===== src/rtl/instr_fetch.sv =====
// instr_fetch -- instruction fetch sequencer for a small microcoded controller.
//
// Runs a program from PC 0 on Start, fetching one 9-bit word per instruction
// from an asynchronous-read ROM, presenting it to the decoder for one or more
// EXEC cycles, and advancing PC by +1, by a jump-LUT lookup, or stopping on
// Halt.
//
// Optional feature: define FETCH_ICOUNT_EN to build the retired-instruction
// counter on Icount. Without it Icount is tied to 0.
//
// Ports
//   Clk, Reset_n          clock, async active-low reset
//   Start                 begin a run from PC 0 (IDLE/DONE only)
//   Imem_addr/Imem_data   instruction ROM read port (address always = Pc)
//   mach_code, Valid      instruction register and its EXEC qualifier
//   Stall                 hold in EXEC
//   Jtake, Jptr, Halt     decoder feedback, sampled in EXEC only
//   Lut_we/waddr/wdata    32 x 10 jump-LUT write port (any state)
//   Pc, Done, Icount      status outputs
//
// state | meaning
// ------+-----------------------------------------------------------
// IDLE  | waiting for Start after reset
// FETCH | ROM word at Pc loaded into mach_code (one cycle)
// EXEC  | mach_code valid for the decoder; advance unless stalled
// DONE  | halted; Start re-runs from PC 0

module instr_fetch (
  input  logic       Clk,
  input  logic       Reset_n,
  input  logic       Start,
  output logic [9:0] Imem_addr,
  input  logic [8:0] Imem_data,
  output logic [8:0] mach_code,
  output logic       Valid,
  input  logic       Stall,
  input  logic       Jtake,
  input  logic [4:0] Jptr,
  input  logic       Halt,
  input  logic       Lut_we,
  input  logic [4:0] Lut_waddr,
  input  logic [9:0] Lut_wdata,
  output logic [9:0] Pc,
  output logic       Done,
  output logic [15:0] Icount
);

  typedef enum logic [1:0] {S_IDLE, S_FETCH, S_EXEC, S_DONE} state_t;

  state_t     state_q, state_d;
  logic [9:0] pc_q, pc_d;
  logic [8:0] ir_q, ir_d;
  logic [9:0] lut_q [32];
  logic [9:0] lut_d [32];

  always_ff @(posedge Clk or negedge Reset_n) begin
    if (!Reset_n) begin
      state_q <= S_IDLE;
      pc_q    <= '0;
      ir_q    <= '0;
      for (int i = 0; i < 32; i++) lut_q[i] <= '0;
    end else begin
      state_q <= state_d;
      pc_q    <= pc_d;
      ir_q    <= ir_d;
      lut_q   <= lut_d;
    end
  end

  always_comb begin
    state_d = state_q;
    pc_d    = pc_q;
    ir_d    = ir_q;
    lut_d   = lut_q;

    if (Lut_we) lut_d[Lut_waddr] = Lut_wdata;

    case (state_q)
      S_IDLE, S_DONE: begin
        if (Start) begin
          state_d = S_FETCH;
          pc_d    = '0;
        end
      end
      S_FETCH: begin
        ir_d    = Imem_data;
        state_d = S_EXEC;
      end
      S_EXEC: begin
        if (!Stall) begin
          if (Halt) begin
            state_d = S_DONE;
          end else if (Jtake) begin
            // lut_q, not lut_d: a same-cycle write to this index is not seen
            pc_d    = lut_q[Jptr];
            state_d = S_FETCH;
          end else begin
            pc_d    = pc_q + 10'd1;
            state_d = S_FETCH;
          end
        end
      end
      default: state_d = S_IDLE;
    endcase
  end

`ifdef FETCH_ICOUNT_EN
  logic [15:0] icount_q, icount_d;
  logic        start_run, retire;

  always_comb begin
    start_run = ((state_q == S_IDLE) || (state_q == S_DONE)) && Start;
    retire    = (state_q == S_EXEC) && !Stall;
    icount_d  = icount_q;
    if (start_run)
      icount_d = '0;
    else if (retire && (icount_q != 16'hFFFF))
      icount_d = icount_q + 16'd1;
  end

  always_ff @(posedge Clk or negedge Reset_n) begin
    if (!Reset_n) icount_q <= '0;
    else          icount_q <= icount_d;
  end

  assign Icount = icount_q;
`else
  assign Icount = '0;
`endif

  assign Imem_addr = pc_q;
  assign Pc        = pc_q;
  assign mach_code = ir_q;
  assign Valid     = (state_q == S_EXEC);
  assign Done      = (state_q == S_DONE);

endmodule


===== config.mk =====
export PLATFORM = sky130hd
export DESIGN_NAME = instr_fetch
export DESIGN_NICKNAME = d
export VERILOG_FILES = /design/src/rtl/instr_fetch.sv
export SDC_FILE = /design/constraint.sdc
export NUM_CORES = 1
export LEC_CHECK = 0
export CORE_ASPECT_RATIO = 1.1
export CORE_MARGIN = 5
export CORE_UTILIZATION = 55
export CTS_BUF_LIST = sky130_fd_sc_hd__clkbuf_8
export DETAILED_ROUTE_END_ITERATION = 8
export PLACE_DENSITY = 0.87
export REMOVE_ABC_BUFFERS = 1
export SYNTH_ARGS = -nofsm -noshare
export SYNTH_HDL_FRONTEND = slang
export SYNTH_SLANG_ARGS = --single-unit
export TNS_END_PERCENT = 5

===== constraint.sdc =====
create_clock -name Clk -period 2 [get_ports Clk]
set_input_delay 0.2 -clock Clk [delete_from_list [all_inputs] [get_ports Clk]]
set_output_delay 0.2 -clock Clk [all_outputs]
set_load 0.01 [all_outputs]

==> flow_metrics.py, run 1 <==
metrics = {
    "timing": {
        "max_freq_mhz": 502,
        "maxSlewHeadroom": 0.583,
        "slew_viol_final": 0,
        "worst_slack_ps": 6.06,
        "tightest_slew_ps": 623,
        "grt_setup_unrepaired": "no",
        "fin_crit_sh": 0.997,
        "fin_crit_ps": 1990,
        "fin_skew_ps": 27.0,
        "hold_violations": 0,
        "setup_viol": 0,
        "setup_tns_ps": 0,
    },
    "synthesis": {
        "ys_seq_elements": 341,
        "syn_area_sq_um": 16100,
        "yosysTopAreaCell": "dfrtp_1",
        "avgSynthCellArea_sq_um": 14.3,
        "synth_top_area_share": 0.530,
        "synthArstFlopShare": 1.00,
        "seq_area_frac_synth": 0.530,
        "syn_inst": 1128,
        "synthFlopType": "dfrtp_1",
        "synth_warnings": 0,
        "synth_cell_types": 49,
        "synth-edff-count": 0,
        "synth_area_leaders": "dfrtp_1 (53%), mux2_2 (23%), mux4_2 (5.6%), mux2i_1 (5.5%), buf_4 (1.7%)",
    },
    "layout": {
        "layout_commonest_cell": "dfrtp_1",
        "fin_nets": 1341,
        "stdcell_area_sq_um": 19400,
        "drive_gt1_frac": 0.465,
        "utilization": 0.675,
        "mostFrequentLayoutCells": "dfrtp_1 (341), mux2_2 (334), buf_4 (99)",
        "area_growth_pct": 20.7,
    },
    "clock_tree": {
        "clock_tree.root_cell": "clkbuf_8",
        "htree_levels": 2,
        "insertion_delay_ps": 590,
        "cts.clk_slew.worst_paths_ps": 70,
        "clkSinkCount": 341,
        "cts_buffers": 52,
        "cts_tree": "done",
        "cts_buffer_depth": 3,
    },
    "worst_setup_path": {
        "required_ps": 2470,
        "start_kind": "flop",
        "r2r-end": "Imem_addr[6]",
        "critPathCaptureType": "flop",
        "r2r_start": "lut_q[316]",
        "regToRegSetupSlack_ps": 6,
        "cp_max_fo": 2,
        "arrival_ps": 2470,
        "reg2regPathDepth": 4,
        "critical_path_class": "reg2reg",
    },
    "floorplan": {
        "die_area_sq_um": 32800,
        "start_util": 0.559,
        "row_count": 65,
        "dieHeight_um": 189,
        "coreArea_sq_um": 28800,
        "die_w_um": 173,
        "ioPinCount": 83,
    },
    "global_routing": {
        "first_global_vias": 11300,
        "grtUsageTotal": 0.253,
        "grt_max_degree": 76,
        "antenna_found_initial": 0,
        "grt_remaining_overflow": 0,
        "grt_pass1_wl_um": 65400,
    },
    "placed_design": {
        "place_congestion": 0.941,
        "dpl.hpwl_um": 27800,
        "port_buffers": 66,
        "dp_slack_ps": -458,
        "placed_area_sq_um": 18200,
    },
    "power": {
        "vdd_drop_max_mv": 0.540,
        "p_leak_uw": 0.00895,
        "power_density_nw_per_um2": 1010,
    },
    "worst_hold_path": {
        "worstHoldPathType": "in2async",
    },
    "drt": {
        "wl_met2_um": 20100,
        "met1_length_um": 17000,
        "wl_um": 41500,
        "drc_errors": 0,
        "topRoutingLayerUsed": "met4",
        "wire_per_inst_um": 24.2,
        "drt_pass1_iterations": 5,
        "ant_nets": 0,
        "wl_met3_um": 2760,
        "vias_per_cell": 6.14,
        "drtIter0Drc": 957,
        "vias": 10500,
    },
    "job": {
        "maxCapViolations": 0,
    },
    "run_status": {
        "status": "complete, no violations",
    },
}
[worst max path at each step]
stage | start | slack (ps) | to
after detailed placement | Jptr[2] | -460 | Imem_addr[4]
after global routing | state_q[0] | 10 | Imem_addr[6]
after floorplan | state_q[0] | -150 | Imem_addr[6]
after global placement | Jptr[2] | -270 | Imem_addr[8]
after CTS | lut_q[284] | 10 | Imem_addr[4]
final | lut_q[316] | 6 | Imem_addr[6]
[per-stage QoR]
| step | hold WS [ps] | instances | power [uW] |
|---|---|---|---|
| 2_1_floorplan | -95.6 | 1043 | 11300 |
| 4_1_cts | 129 | 1712 | 19600 |
| 5_1_grt | 155 | 1713 | 20400 |
| 3_5_place_dp | 145 | 1613 | 13200 |
| 3_3_place_gp | 143 | 1613 | 12900 |
| 6_report | 127 | 1714 | 19500 |
[final cells by class]
cell class	count	area, sq um
Multi-Input combinational cell	700	7060
Inverter	2	7.51
Tap cell	368	460
Clock buffer	75	1030
Clock inverter	23	160
Antenna cell	1	2.50
Sequential cell	341	8530
Fill cell	1887	9360
Timing Repair Buffer	204	2180
[power breakdown]
| group | internal, uW | leakage, uW | switching, uW |
|---|---|---|---|
| Combinational | 2330 | 0.00394 | 1820 |
| Clock | 3590 | 0.000653 | 2740 |
| Sequential | 8310 | 0.00436 | 766 |
[Yosys cell counts, types with 3 or more instances]
cell type and instances:
a22o_1 4, and3_1 5, buf_8 4, mux4_2 40
nor4_1 3, nand3b_1 4, buf_2 6, clkbuf_1 47
a211oi_1 8, a221oi_1 5, nand2_1 33, nor2_2 13
mux2_2 334, nor3b_1 5, o22ai_1 3, dfrtp_1 341
a211o_1 8, buf_6 4, nand3_1 5, nor2_1 11
a2111oi_0 7, nor2b_1 13, a22oi_1 22, a21oi_1 19
ha_1 4, buf_4 37, mux2i_1 89, o21ai_0 9
nor3_1 10, nand2b_1 8
[sequential cells by signal (all words and copies together) (netlist names)]
| name | count |
|---|---|
| state_q | 2 |
| Imem_addr | 10 |
| lut_q | 320 |
| mach_code | 9 |
[routing by layer]
metal / up-vias / global-route usage
li1: 4496 / -
met1: 5481 / 0.333
met2: 441 / 0.422
met3: 101 / 0.0497
met4: 0 / 0.0940
met5: - / 0
[cells by family (layout without fill, tap and decap cells)]
| logic type | count (synthesis) | in the layout | synth area share |
|---|---|---|---|
| DFF | 341 | 341 | 0.530 |
| buffers and inverters | 102 | 304 | 0.0375 |
| adders and majority gates | 4 | 4 | 0.00311 |
| and+or+nand+nor | 120 | 120 | 0.0402 |
| AOI/OAI and AO/OA | 95 | 95 | 0.0425 |
| muxes | 465 | 465 | 0.346 |
| other | 1 | 17 | 0.000233 |
[critical path, stage by stage (launching register included)]
cell	delay, ps
dfrtp_1	390
mux4_2	450
a2111oi_0	550
a2111oi_0	200
a221o_1	290
[repair_timing]
| action | 4_1_cts | 5_1_grt |
|---|---|---|
| pin swaps | 0 | 1 |
| gates resized for setup | 6 | 4 |
| setup buffers | 0 | 1 |
| endpoints found under the setup margin | 4 | 5 |
| hold buffers | 1 | 0 |
| hold endpoints to repair | 266 | 0 |
Power figures use the tool's default switching activity.
==> run 2, diff against run 1 <==
--- a/config.mk
+++ b/config.mk
@@ -10,6 +10,7 @@
 export CORE_UTILIZATION = 55
 export CTS_BUF_LIST = sky130_fd_sc_hd__clkbuf_8
 export DETAILED_ROUTE_END_ITERATION = 8
+export HOLD_SLACK_MARGIN = 0.12
 export PLACE_DENSITY = 0.87
 export REMOVE_ABC_BUFFERS = 1
 export SYNTH_ARGS = -nofsm -noshare
==> results of run 2 <==
Same layout as run 1: the final DEF is identical, and so are final timing and power.
